### config.mk
export PLATFORM = sky130hd
export DESIGN_NAME = irq_request_reg_flat
export DESIGN_NICKNAME = d
export VERILOG_FILES = /design/src/rtl/irq_request_reg_if.sv /design/src/rtl/irq_request_reg.sv /design/src/flat_wrapper.sv
export SDC_FILE = /design/constraint.sdc
export NUM_CORES = 1
export LEC_CHECK = 0
export ABC_CLOCK_PERIOD_IN_PS = 2500
export BUFFER_PORTS_ARGS = -buffer_cell sky130_fd_sc_hd__buf_2
export CAP_MARGIN = 30
export CORE_UTILIZATION = 40
export CTS_CLUSTER_SIZE = 20
export DETAILED_ROUTE_END_ITERATION = 10
export PLACE_DENSITY_LB_ADDON = 0.05
export SYNTH_ARGS = -nofsm -noshare
export SYNTH_HDL_FRONTEND = slang
export SYNTH_SLANG_ARGS = --single-unit
### constraint.sdc
create_clock -name clk -period 2.5 [get_ports clk]
set_clock_uncertainty 0.2 [all_clocks]
set_input_delay 0.375 -clock clk [delete_from_list [all_inputs] [get_ports clk]]
set_output_delay 0.375 -clock clk [all_outputs]
set_load 0.1 [all_outputs]
### src/rtl/irq_request_reg_if.sv
// Request-register bus: pin/config/ack inputs and the IRR/priority outputs of the PIC front end.
interface irq_request_reg_if #(
    parameter int NUM_IRQ = 8,
    parameter int IDX_W   = 3
);
    logic [NUM_IRQ-1:0] irq_lines;
    logic [NUM_IRQ-1:0] trig_mode;
    logic [NUM_IRQ-1:0] imr;
    logic [IDX_W-1:0]   prio_base;
    logic               ack;
    logic [NUM_IRQ-1:0] irr;
    logic               int_req;
    logic [IDX_W-1:0]   int_idx;
    logic               spurious;

    modport master (
        output irq_lines, trig_mode, imr, prio_base, ack,
        input  irr, int_req, int_idx, spurious
    );

    modport slave (
        input  irq_lines, trig_mode, imr, prio_base, ack,
        output irr, int_req, int_idx, spurious
    );
endinterface

### src/rtl/irq_request_reg.sv
// 8259-style interrupt request register: per-line sync, edge/level latch, mask and
// rotating-priority pick with ack handshake.
module irq_request_lane #(
    parameter int SYNC_STAGES = 2
) (
    input  logic clk,
    input  logic rst,
    input  logic warm_i,
    input  logic line_i,
    input  logic level_i,
    input  logic clr_i,
    output logic irr_o
);
    logic [SYNC_STAGES-1:0] sync_q;
    logic prev_q, mode_q, armed_q, irr_q, irr_d;
    logic sync, rise;

    assign sync = sync_q[SYNC_STAGES-1];
    // A line only counts as rising once it has been seen low after reset,
    // so a pin held high through reset cannot re-request.
    assign rise = sync & ~prev_q & armed_q;

    always_comb begin
        irr_d = irr_q;
        if (level_i != mode_q) irr_d = 1'b0;
        else if (level_i)      irr_d = sync;
        else if (rise)         irr_d = 1'b1;
        else if (!sync)        irr_d = 1'b0;
        else if (clr_i)        irr_d = 1'b0;
    end

    always_ff @(posedge clk or posedge rst) begin
        if (rst) begin
            sync_q  <= '0;
            prev_q  <= 1'b0;
            mode_q  <= 1'b0;
            armed_q <= 1'b0;
            irr_q   <= 1'b0;
        end else begin
            sync_q  <= {sync_q[SYNC_STAGES-2:0], line_i};
            prev_q  <= sync;
            mode_q  <= level_i;
            armed_q <= armed_q | (warm_i & ~sync);
            irr_q   <= irr_d;
        end
    end

    assign irr_o = irr_q;
endmodule

module irq_request_reg #(
    parameter int NUM_IRQ     = 8,
    parameter int IDX_W       = 3,
    parameter int SYNC_STAGES = 2
) (
    input logic             clk,
    input logic             rst,
    irq_request_reg_if.slave bus
);
    logic [SYNC_STAGES-1:0]   warm_q;
    logic [NUM_IRQ-1:0]       irr, clr, req;
    logic [2*NUM_IRQ-1:0]     rot;
    logic [IDX_W-1:0]         base, int_idx_q, int_idx_d;
    logic                     int_req_q, int_req_d, spurious_q, spurious_d;
    logic                     ack_hit, found;
    int                       w;

    assign ack_hit = bus.ack & int_req_q;

    // Sync chains hold reset zeros until they have refilled with real samples.
    always_ff @(posedge clk or posedge rst) begin
        if (rst) warm_q <= '0;
        else     warm_q <= {warm_q[SYNC_STAGES-2:0], 1'b1};
    end

    for (genvar g = 0; g < NUM_IRQ; g++) begin : g_lane
        assign clr[g] = ack_hit && (int_idx_q == IDX_W'(g));
        irq_request_lane #(.SYNC_STAGES(SYNC_STAGES)) u_lane (
            .clk    (clk),
            .rst    (rst),
            .warm_i (warm_q[SYNC_STAGES-1]),
            .line_i (bus.irq_lines[g]),
            .level_i(bus.trig_mode[g]),
            .clr_i  (clr[g]),
            .irr_o  (irr[g])
        );
    end

    // Rotate so prio_base sits at bit 0; the lowest set bit is the winner.
    always_comb begin
        req       = irr & ~bus.imr;
        base      = (int'(bus.prio_base) < NUM_IRQ) ? bus.prio_base : '0;
        rot       = {req, req} >> base;
        found     = 1'b0;
        w         = 0;
        for (int k = 0; k < NUM_IRQ; k++) begin
            if (!found && rot[k]) begin
                found = 1'b1;
                w     = int'(base) + k;
            end
        end
        if (w >= NUM_IRQ) w = w - NUM_IRQ;
        int_idx_d  = IDX_W'(w);
        int_req_d  = found & ~ack_hit;
        spurious_d = bus.ack & ~int_req_q;
    end

    always_ff @(posedge clk or posedge rst) begin
        if (rst) begin
            int_req_q  <= 1'b0;
            int_idx_q  <= '0;
            spurious_q <= 1'b0;
        end else begin
            int_req_q  <= int_req_d;
            int_idx_q  <= int_idx_d;
            spurious_q <= spurious_d;
        end
    end

    assign bus.irr      = irr;
    assign bus.int_req  = int_req_q;
    assign bus.int_idx  = int_idx_q;
    assign bus.spurious = spurious_q;
endmodule

### src/flat_wrapper.sv
// flat-port wrapper written by rule: the top's interface ports become plain ports
module irq_request_reg_flat 
#(
    parameter int NUM_IRQ     = 8,
    parameter int IDX_W       = 3,
    parameter int SYNC_STAGES = 2
)
  (clk, rst, bus_irq_lines, bus_trig_mode, bus_imr, bus_prio_base, bus_ack, bus_irr, bus_int_req, bus_int_idx, bus_spurious);
  irq_request_reg_if #(.NUM_IRQ(NUM_IRQ), .IDX_W(IDX_W)) bus_i ();
  input logic clk;
  input logic rst;
  input wire logic [$bits(bus_i.irq_lines)-1:0] bus_irq_lines;
  input wire logic [$bits(bus_i.trig_mode)-1:0] bus_trig_mode;
  input wire logic [$bits(bus_i.imr)-1:0] bus_imr;
  input wire logic [$bits(bus_i.prio_base)-1:0] bus_prio_base;
  input wire logic [$bits(bus_i.ack)-1:0] bus_ack;
  output wire logic [$bits(bus_i.irr)-1:0] bus_irr;
  output wire logic [$bits(bus_i.int_req)-1:0] bus_int_req;
  output wire logic [$bits(bus_i.int_idx)-1:0] bus_int_idx;
  output wire logic [$bits(bus_i.spurious)-1:0] bus_spurious;
  assign bus_i.irq_lines = bus_irq_lines;
  assign bus_i.trig_mode = bus_trig_mode;
  assign bus_i.imr = bus_imr;
  assign bus_i.prio_base = bus_prio_base;
  assign bus_i.ack = bus_ack;
  assign bus_irr = bus_i.irr;
  assign bus_int_req = bus_i.int_req;
  assign bus_int_idx = bus_i.int_idx;
  assign bus_spurious = bus_i.spurious;
  irq_request_reg #(.NUM_IRQ(NUM_IRQ), .IDX_W(IDX_W), .SYNC_STAGES(SYNC_STAGES)) u_core (.clk(clk), .rst(rst), .bus(bus_i));
endmodule
## After elaboration in Yosys (flattened, before gate mapping)

Index checks and enable logic that the tools add are counted.

- Output and inout port bits: 13
- Word-level logic and storage cells: 212
- Register bits after elaboration: 55

- Bitwise operators: 55
- Equality and inequality tests: 23
- Shift-type cells: 1
- Multiplexer cells: 57
- $lt $le $gt $ge: 1
- $add $sub $neg: 8
- Reductions and logical operators: 23

Operator list:

| cell | number |
|---|---|
| 32-bit 2-to-1 mux | 7 |
| 1-bit 2-to-1 mux | 48 |
| 5-bit by 3-bit != test with 1-bit output, second input constant | 8 |
| 32-bit by 5-bit greater-or-equal comparator with 1-bit output, second input constant | 1 |
| 1-bit AND | 27 |
| 1-bit inverter | 18 |
| 3-bit by 3-bit adder with 4-bit output, second input constant | 4 |
| 16-bit by 3-bit right shift with 8-bit output | 1 |
| 1-bit logical AND | 15 |
| 3-bit equality test, second input constant | 4 |
| 3-bit by 2-bit adder with 4-bit output, second input constant | 2 |
| 8-bit AND | 1 |
| 1-bit != test | 8 |
| 8-bit inverter | 1 |
| 1-bit OR | 8 |
| 1-bit logical NOT | 7 |
| 3-bit by 2-bit equality test with 1-bit output, second input constant | 2 |
| 3-bit 2-to-1 mux | 2 |
| 3-bit by 1-bit adder with 4-bit output, second input constant | 1 |
| 3-bit by 1-bit equality test with 1-bit output, second input constant | 1 |
| 3-bit logical NOT | 1 |
| 3-bit by 1-bit subtractor with 3-bit output, second input constant | 1 |

## Longest topological paths before layout

Gate-level depths: netlist of run 1.

- Depth after elaboration: 27
- Gate-level depth with buffers: 8

## Modules after synthesis

From an unflattened synthesis of run 1, not the netlist that was laid out.

- Cell total of the unflattened synthesis: 256
- Area, all modules: 2846.5 um^2

Modules (own cells, without submodules):

| module | cells each | instances | sequential area each (um^2) | area an instance (um^2) |
|---|---|---|---|---|
| irq_request_lane | 15 | 8 | 150.1 | 206.4 |
| irq_request_reg | 136 | 1 | 175.2 | 1194.9 |

## Worst setup path before layout of run 1

Ideal clock, no wire load.

- Kind: input-to-reg
- Start: input port bus_prio_base[0]
- End: register u_core.int_idx_q[1], in the netlist u_core.bus.int_idx[1]
- Library setup time: 0.129 ns
- Stages on the path: 7
- Data arrival time: 2.144 ns
- Setup slack: 0.028 ns
- Cells stage by stage: inv_2 > mux4_2 > mux2i_4 > nor2_1 > a221oi_2 > o21ai_1 > a2111o_1

RTL lines:

| what | RTL line | RTL |
|---|---|---|
| start, declared | flat_wrapper.sv:15 | `input wire logic [$bits(bus_i.prio_base)-1:0] bus_prio_base;` |
| end signal, assigned | irq_request_reg.sv:115 | `int_idx_q <= int_idx_d;` |
| end, declared | irq_request_reg.sv:63 | `logic [IDX_W-1:0] base, int_idx_q, int_idx_d;` |

==> results.cfg, run 1 <==
[timing]
fin_crit_sh = 0.973
final.setup.tns_ns = 0
hold_slack_ns = 0.0906
fin_crit_ns = 2.43
timing.slew.headroom = 0.587
setup_violations = 0
grt_setup_unrepaired = yes
fmax_mhz = 411
tightest_slew_ns = 0.619
drv_slew = 0
hold_violations = 0

[clock_tree]
htreeDepth = 2
cts_tree = yes
clk_pin_slew_ns = 0.09
cts_made_buffers = 5
clkSinkCount = 55
cts.path.max_buffers = 2
clock_latency_ns = 0.30
cts-root-buf = clkbuf_8

[synthesis]
ys_top_cells_by_area = dfrtp_1 (49%), mux4_2 (5.6%), nand2b_1 (3.3%)
synth-edff-count = 0
yosys_warnings = 0
synthCells = 252
syn_area_per_cell_um2 = 11.2
synth_area_leader_cell = dfrtp_1
synth.most_common_cell = dfrtp_1
synth_flop_cell = dfrtp_1
syn_area_um2 = 2830
netlist_top_cells_count = dfrtp_1 (55), a21oi_1 (18), nor2_1 (18)
synth-seq-area-share = 0.487
synth_cell_types = 52
ys_async_sr_fraction = 1.00
ys_ff_latch = 55
synth_fp_nets = 284
synth_top_cell_area_share = 0.487

[layout]
finalNetCount = 377
antenna_cells = 0
drive_above_1_share = 0.373
syn_to_final_growth_pct = 31.2
final_util = 0.546

[critical_path]
critPathLaunchType = flip-flop
crit_type = reg2reg
crit_path_max_incr_delay_ns = 0.49
crit_path_top_delay_cell = mux4_2
crit_fanout = 5
endpoint_kind = flip-flop
path_cells = nor2b_4 > mux4_2 > mux2_4 > nand4b_4 > nand3b_4 > o221ai_2 > o2bb2ai_2
worstPathRequired_ns = 2.53
worstPathArrival_ns = 2.46

[pwr]
p_leak_nw = 1.66
cellPowerDensity_nw_per_um2 = 561
ir_drop_mv = 0.457
p_comb_frac = 0.282
p_seq_frac = 0.474
intPower_w = 0.00139
p_total_w = 0.00208
swShare = 0.334
p_clk_frac = 0.244
power.switching_w = 0.000696

[global_route]
grt_max_degree = 32
grt_usage = 0.181
grt_pass1_vias = 2101
antenna_found_initial = 0
grt.overflow.total = 0
grt_pass1_wl_um = 10300

[detailed_routing]
ant_nets = 0
drc = 0
firstDrtPassIters = 4
wl_per_cell_um = 14.4
wl_um = 6380
vias = 2199
drt_iter0_drc = 97
drt-vias-per-instance = 4.98

[place]
gp_routability_congestion = 0.823
hpwlAfterDp_um = 4890
io_buffers = 42

[floorplanning]
die_h_um = 86.1
fp.coreArea_um2 = 6790
die_w_um = 86.1
num_rows = 30
initial_core_util = 0.416
die_area_um2 = 7410
ioPinCount = 43

[outcome]
status = complete, no violations

[job]
cap_viol_max_count = 0

[min_path]
hp-class = in2reg
## worst max-delay path: cells and delay by family, from the launching register on
family	cells	cell delay [ns]
multiplexers	2	0.79
AO/OA/AOI/OAI	2	0.33
flip-flops	1	0.44
AND/OR/NAND/NOR	3	0.60
## routing by layer
| layer | global-route usage | up-vias | wire (um) |
|---|---|---|---|
| li1 | - | 1083 | - |
| met1 | 0.254 | 1066 | 2960 |
| met2 | 0.294 | 44 | 3120 |
| met3 | 0.0241 | 6 | 227 |
| met4 | 0.0545 | 0 | 68 |
| met5 | 0 | - | 0 |
## flip-flops by register name, indices dropped and copies added, names as in the netlist
name,count
u_core.g_lane.u_lane.sync_q,16
u_core.g_lane.u_lane.mode_q,8
u_core.bus.int_idx,3
u_core.bus.spurious,1
u_core.g_lane.u_lane.irr_o,8
u_core.g_lane.u_lane.armed_q,8
u_core.bus.int_req,1
u_core.g_lane.u_lane.prev_q,8
u_core.warm_q,2
## layout make-up
cell class,instances,area [um2]
Fill cell,620,3080
Timing Repair Buffer,101,707
Sequential cell,55,1380
Multi-Input combinational cell,169,1360
Clock buffer,6,82.6
Tap cell,96,120
Clock inverter,2,16.3
Inverter,13,48.8
## through the flow
step | std cells | instance area, um2 | setup slack (ns)
final | 442 | 3710 | 0.0679
after global routing | 442 | 3710 | -0.0230
after CTS | 436 | 3560 | 0.0133
after detailed placement | 412 | 3310 | -0.184
after global placement | 412 | 3310 | -0.151
after floorplan | 252 | 2830 | 0.0277
## cell usage in the layout (no fill, tap or decap), drive strengths merged, types with 2 or more instances in the layout
cell type,netlist,routed
a211oi,4,4
or4b,2,2
nand3b,4,4
inv,13,13
o221ai,2,2
nand2,14,14
ha,2,2
mux4,9,9
mux2,3,3
nor3,5,5
a21o,8,8
o21ai,7,7
or3b,3,3
o31ai,2,2
nand4b,2,2
nor2,18,18
dfrtp,55,55
a31oi,4,4
or4bb,2,2
buf,11,84
a21oi,18,18
nand2b,15,15
clkbuf,4,6
mux2i,6,6
nand3,6,6
dlygate4sd3,0,17
nor2b,15,15
o211ai,2,2
## power groups by stage
| stage | clock network (W) | logic, W | registers, W |
|---|---|---|---|
| after global placement | 0 | 0.000535 | 0.00100 |
| after CTS | 0.000528 | 0.000556 | 0.000987 |
| after detailed placement | 0 | 0.000533 | 0.00100 |
| after global routing | 0.000560 | 0.000626 | 0.000996 |
| after floorplan | 0 | 0.000274 | 0.00111 |
| final | 0.000507 | 0.000588 | 0.000987 |
## cells by family (layout without fill, tap and decap cells)
group | after synthesis | count (layout) | synth area share
compound gates | 54 | 54 | 0.129
xor+xnor | 1 | 1 | 0.00310
fa+ha+maj | 2 | 2 | 0.00884
buf+inv | 28 | 122 | 0.0615
flops | 55 | 55 | 0.487
mux | 18 | 18 | 0.112
other cells | 1 | 1 | 0.00133
simple gates | 93 | 93 | 0.198
## final timing paths
path	startpoint	endpoint	slack, ns	cells past startpoint
worst max-delay path	u_core.g_lane[1].u_lane.irr_o	u_core.bus.int_idx[2]	0.07	7
worst min-delay path	bus_ack	u_core.bus.int_req	0.09	2
worst max register to register	u_core.g_lane[1].u_lane.irr_o	u_core.bus.int_idx[2]	0.07	7
worst min register to register	u_core.g_lane[5].u_lane.sync_q[0]	u_core.g_lane[5].u_lane.sync_q[1]	0.16	0
max in group asynchronous	rst	u_core.g_lane[7].u_lane.irr_o	0.95	4
min in group asynchronous	rst	u_core.g_lane[6].u_lane.sync_q[1]	0.48	3
## repair_timing
action	in CTS	in global routing
setup endpoints to repair	2	3
hold endpoints to repair	43	2
resized for setup	2	22
hold buffers	15	2
pin swaps	0	9
buffers inserted	1	4
cloned	0	0
Note: power is estimated with default switching activity, not from simulation.
==> run 2, diff against run 1 <==
--- a/config.mk
+++ b/config.mk
@@ -5,7 +5,7 @@
 export SDC_FILE = /design/constraint.sdc
 export NUM_CORES = 1
 export LEC_CHECK = 0
-export ABC_CLOCK_PERIOD_IN_PS = 2500
+export ABC_CLOCK_PERIOD_IN_PS = 2700
 export BUFFER_PORTS_ARGS = -buffer_cell sky130_fd_sc_hd__buf_2
 export CAP_MARGIN = 30
 export CORE_UTILIZATION = 40
==> constraint.sdc (replaced) <==
create_clock -name clk -period 2.7 [get_ports clk]
set_clock_uncertainty 0.2 [all_clocks]
set_input_delay 0.405 -clock clk [delete_from_list [all_inputs] [get_ports clk]]
set_output_delay 0.405 -clock clk [all_outputs]
set_load 0.1 [all_outputs]
==> run 2 against run 1 <==
Register-to-register slack better by 0.07 ns. Sequential power shrank 7.3%. Utilization decreased by 5.7 points. Final area decreased by 10%. Fmax fell by 5.1%. First-iteration DRC count fell by 57%. Final cell count fell by 7.9%. Hold slack lost 0.059 ns. Wire length down 4.1%. Sequential share of layout area rose by 4.3 points. Global-route usage decreased by 0.71 points. Count of clock-buffer cells in the layout is the same.
==> results.cfg, run 2 (synthesis results as in run 1) <==
[layout]
layout_commonest_cell = dfrtp_1
regArea_um2 = 1380
largest_reg_flops = 16
final_cells = 407
finalNetCount = 342
drive_above_1_share = 0.289
nFillCells = 658
multiInputGateArea_um2 = 1280
syn_to_final_growth_pct = 17.6
antenna_cells = 0
final_cell_mix = dfrtp_1 (54), buf_2 (42), a21oi_1 (18), nor2_1 (18)
largest_register = u_core.g_lane.u_lane.sync_q

[critical_path]
worstPathArrival_ns = 2.59
critPathLaunchType = flip-flop
r2r_cells = 7
crit_path_max_incr_delay_ns = 0.58
crit_type = reg2reg
crit_path_top_delay_cell = mux4_1
endpoint_kind = flip-flop
r2r-end = u_core.bus.int_idx[2]
crit_fanout = 7
path_cells = nor2b_1 > mux4_1 > mux2_2 > nand4b_4 > nand3b_4 > o221ai_1 > o2bb2ai_1
worstPathRequired_ns = 2.73
critPathLaunch = u_core.g_lane[0].u_lane.irr_o
r2r_setup_slack_ns = 0.14
rr_startpoint = u_core.g_lane[0].u_lane.irr_o

[timing]
setup_violations = 0
fmax_mhz = 390
fin_crit_sh = 0.949
hold_violations = 0
grt_setup_unrepaired = no
drv_slew = 0
fin_crit_ns = 2.56
final.setup.tns_ns = 0
worst_slack_ns = 0.137

[pwr]
swShare = 0.343
power.switching_w = 0.000629
p_leak_nw = 1.47
cellPowerDensity_nw_per_um2 = 551
ir_drop_mv = 0.312
p_seq_frac = 0.499
p_comb_frac = 0.254
p_clk_frac = 0.247
intPower_w = 0.00120

[detailed_routing]
firstDrtPassIters = 5
vias = 2058
drt_iter0_drc = 42
drt-vias-per-instance = 5.06
drc = 0
wl_um = 6120
wl_per_cell_um = 15.0
ant_nets = 0

[min_path]
holdPathEnd = u_core.g_lane[2].u_lane.mode_q
min_from = bus_trig_mode[2]
hp-class = in2reg
min_delay_path_depth = 1

[global_route]
grt_pass1_wl_um = 9890
grt_pass1_vias = 2054
grt.overflow.total = 0
grt_usage = 0.174
antenna_found_initial = 0
grt_max_degree = 24

[clock_tree]
clock_latency_ns = 0.30
clk_pin_slew_ns = 0.10
cts-root-buf = clkbuf_8
cts_made_buffers = 5
postCtsSetupRepairBufs = 0
cts_tree = yes
clkSinkCount = 55
htreeDepth = 2
cts.path.max_buffers = 2

[floorplanning]
num_rows = 30
die_area_um2 = 7410
ioPinCount = 43
fp.coreArea_um2 = 6790
initial_core_util = 0.416
die_h_um = 86.1
die_w_um = 86.1

[job]
cap_viol_max_count = 0

[outcome]
status = complete, no violations

[place]
place_ws_ns = 0.00254
gp_routability_congestion = 0.835
dp.cells = 390
hpwlAfterDp_um = 4790
io_buffers = 42
[run 2: repair_timing]
item | in CTS | in global routing
hold buffers | 8 | 1
endpoints found under the setup margin | 0 | 1
hold endpoints to repair | 23 | 1
resized for setup | 0 | 1
[run 2: power groups by stage]
stage	combinational (W)	sequential [W]	clock [W]
floorplan	0.000254	0.00103	0
global placement	0.000458	0.000932	0
detailed placement	0.000457	0.000932	0
CTS	0.000468	0.000916	0.000476
global route	0.000498	0.000923	0.000508
finish	0.000466	0.000915	0.000454
[run 2: final cells by class]
| cell class | count | area share |
|---|---|---|
| sequential | 55 | 0.414 |
| multi-input combinational | 169 | 0.384 |
| timing repair buffer | 66 | 0.124 |
| tap | 96 | 0.0361 |
| clock buffer | 6 | 0.0218 |
| inverter | 13 | 0.0147 |
| clock inverter | 2 | 0.00489 |
[run 2: worst max path at each step]
| stage | to | depth (start not counted) | slack, ns |
|---|---|---|---|
| floorplan | u_core.bus.int_idx[1] | 7 | 0.20 |
| global placement | u_core.bus.int_idx[1] | 8 | 0.02 |
| detailed placement | u_core.bus.int_idx[1] | 8 | 0.003 |
| CTS | u_core.bus.int_idx[1] | 7 | 0.1 |
| global route | u_core.bus.int_idx[2] | 7 | 0.01 |
| finish | u_core.bus.int_idx[2] | 7 | 0.14 |
[run 2: worst max-delay path, delay by kind of cell, from the launching register on]
family / cells / cell delay [ns]
muxes: 2 / 0.89
and+or+nand+nor: 3 / 0.62
DFF: 1 / 0.43
AOI/OAI and AO/OA: 2 / 0.35
[run 2: metal layers]
layer,GRT usage,wire [um],vias up
met5,0,0,-
met4,0.0606,87,0
met3,0.0327,240,10
met2,0.292,3080,51
met1,0.226,2720,993
li1,-,-,1004
[run 2: stage by stage]
stage          area [um2]  utilization  power, W  hold WS [ns]
2_1_floorplan        2830            -   0.00128         0.131
3_3_place_gp         3150        0.463   0.00139         0.131
3_5_place_dp         3150        0.463   0.00139         0.136
4_1_cts              3320        0.488   0.00186       0.00673
5_1_grt              3330        0.490   0.00193        0.0116
6_report             3330        0.490   0.00183        0.0312
==> run 3, diff against run 2 <==
--- a/config.mk
+++ b/config.mk
@@ -12,6 +12,7 @@
 export CTS_CLUSTER_SIZE = 20
 export DETAILED_ROUTE_END_ITERATION = 10
 export PLACE_DENSITY_LB_ADDON = 0.05
+export RECOVER_POWER = 25
 export SYNTH_ARGS = -nofsm -noshare
 export SYNTH_HDL_FRONTEND = slang
 export SYNTH_SLANG_ARGS = --single-unit
==> run 3 against run 2 <==
First-iteration DRC count down 7.1%. Final cell count unchanged. Critical path depth unchanged. Utilization down 0.15 points. Highest routed layer unchanged. Power down 0.20%.
==> results.cfg, run 3 (synthesis results as in run 1) <==
[outcome]
status = complete, no violations

[clock_tree]
cts_made_buffers = 5
clock_latency_ns = 0.30
cts.path.max_buffers = 2
clkSinkCount = 55
clk_pin_slew_ns = 0.10
cts-root-buf = clkbuf_8
cts_tree = yes
postCtsSetupRepairBufs = 0
htreeDepth = 2

[global_route]
grt_max_degree = 24
grt_usage = 0.174
antenna_found_initial = 0
grt_pass1_wl_um = 9890
grt.overflow.total = 0
grt_pass1_vias = 2054

[detailed_routing]
ant_nets = 0
wl_um = 6090
drc = 0
drt_iter0_drc = 39
drt-vias-per-instance = 5.09
wl_per_cell_um = 15.0
firstDrtPassIters = 4
vias = 2070

[place]
io_buffers = 42
gp_routability_congestion = 0.835
place_ws_ns = 0.00254
hpwlAfterDp_um = 4790

[timing]
drv_slew = 0
worst_slack_ns = 0.130
hold_violations = 0
fmax_mhz = 389
fin_crit_sh = 0.952
setup_violations = 0
final.setup.tns_ns = 0
fin_crit_ns = 2.57
grt_setup_unrepaired = no

[pwr]
power.switching_w = 0.000627
p_leak_nw = 1.44
p_seq_frac = 0.500
p_clk_frac = 0.247
p_comb_frac = 0.253
cellPowerDensity_nw_per_um2 = 552
intPower_w = 0.00120
ir_drop_mv = 0.312
swShare = 0.343

[floorplanning]
fp.coreArea_um2 = 6790
initial_core_util = 0.416
num_rows = 30
die_w_um = 86.1
die_area_um2 = 7410
ioPinCount = 43
die_h_um = 86.1

[min_path]
min_delay_path_depth = 1
hp-class = in2reg
min_from = bus_trig_mode[1]
holdPathEnd = u_core.g_lane[1].u_lane.mode_q

[layout]
final_cell_mix = dfrtp_1 (54), buf_2 (34), a21oi_1 (18), nor2_1 (18)
antenna_cells = 0
syn_to_final_growth_pct = 17.2
finalNetCount = 342
drive_above_1_share = 0.264
largest_register = u_core.g_lane.u_lane.sync_q
nFillCells = 658
largest_reg_flops = 16
layout_commonest_cell = dfrtp_1

[critical_path]
worstPathArrival_ns = 2.59
path_cells = nor2b_1 > mux4_1 > mux2_2 > nand4b_4 > nand3b_4 > o221ai_1 > o2bb2ai_1
crit_path_max_incr_delay_ns = 0.58
crit_path_top_delay_cell = mux4_1
cpLargestDelayFamily = multiplexers
crit_type = reg2reg
r2r_cells = 7
crit_fanout = 7
critPathLaunchType = flip-flop
r2r-end = u_core.bus.int_idx[2]
rr_startpoint = u_core.g_lane[0].u_lane.irr_o
worstPathRequired_ns = 2.72
endpoint_kind = flip-flop
path_buf_inv = 0
r2r_setup_slack_ns = 0.13

[job]
cap_viol_max_count = 0
[run 3: cell type report]
class,count,area (um2),area share
clock inverter,2,16.3,0.00490
multi-input combinational,169,1280,0.386
timing repair buffer,66,403,0.121
inverter,13,48.8,0.0147
clock buffer,6,72.6,0.0219
sequential,55,1380,0.415
tap,96,120,0.0362
[run 3: worst max-delay path by stage]
stage,startpoint,endpoint,cells after the start
global placement,bus_prio_base[0],u_core.bus.int_idx[1],8
detailed placement,bus_prio_base[0],u_core.bus.int_idx[1],8
floorplan,bus_prio_base[0],u_core.bus.int_idx[1],7
finish,u_core.g_lane[0].u_lane.irr_o,u_core.bus.int_idx[2],7
global route,u_core.g_lane[0].u_lane.irr_o,u_core.bus.int_idx[2],7
CTS,u_core.g_lane[3].u_lane.irr_o,u_core.bus.int_idx[1],7
[run 3: power groups by stage]
stage                     registers [W]  logic, W  clock network, W
after CTS                      0.000916  0.000468          0.000476
after floorplan                 0.00103  0.000254                 0
final                          0.000916  0.000464          0.000451
after detailed placement       0.000932  0.000457                 0
after global placement         0.000932  0.000458                 0
after global routing           0.000923  0.000497          0.000508
[run 3: metal layers]
metal	global-route usage	up-vias	share of wire
li1	-	1005	-
met1	0.226	997	0.44
met2	0.292	52	0.50
met3	0.0327	16	0.037
met4	0.0606	0	0.022
met5	0	-	0
[run 3: what timing repair did]
item | 4_1_cts | 5_1_grt
resized for setup | 0 | 1
hold buffers | 8 | 1
endpoints found under the setup margin | 0 | 1
hold endpoints to repair | 23 | 1
[run 3: worst register-to-register path, stage by stage, from the launching register on]
cell       delay (ns)
dfrtp_1          0.43
nor2b_1          0.19
mux4_1           0.58
mux2_2           0.31
nand4b_4         0.22
nand3b_4         0.21
o221ai_1         0.21
o2bb2ai_1        0.15
[run 3: metrics by stage]
stage | utilization | total power, W | std cells | hold slack [ns] | cell area (um2)
after floorplan | - | 0.00128 | 252 | 0.131 | 2830
after global placement | 0.463 | 0.00139 | 390 | 0.131 | 3150
after detailed placement | 0.463 | 0.00139 | 390 | 0.136 | 3150
after CTS | 0.488 | 0.00186 | 406 | 0.00673 | 3320
after global routing | 0.488 | 0.00193 | 407 | 0.0186 | 3320
final | 0.488 | 0.00183 | 407 | 0.0415 | 3320
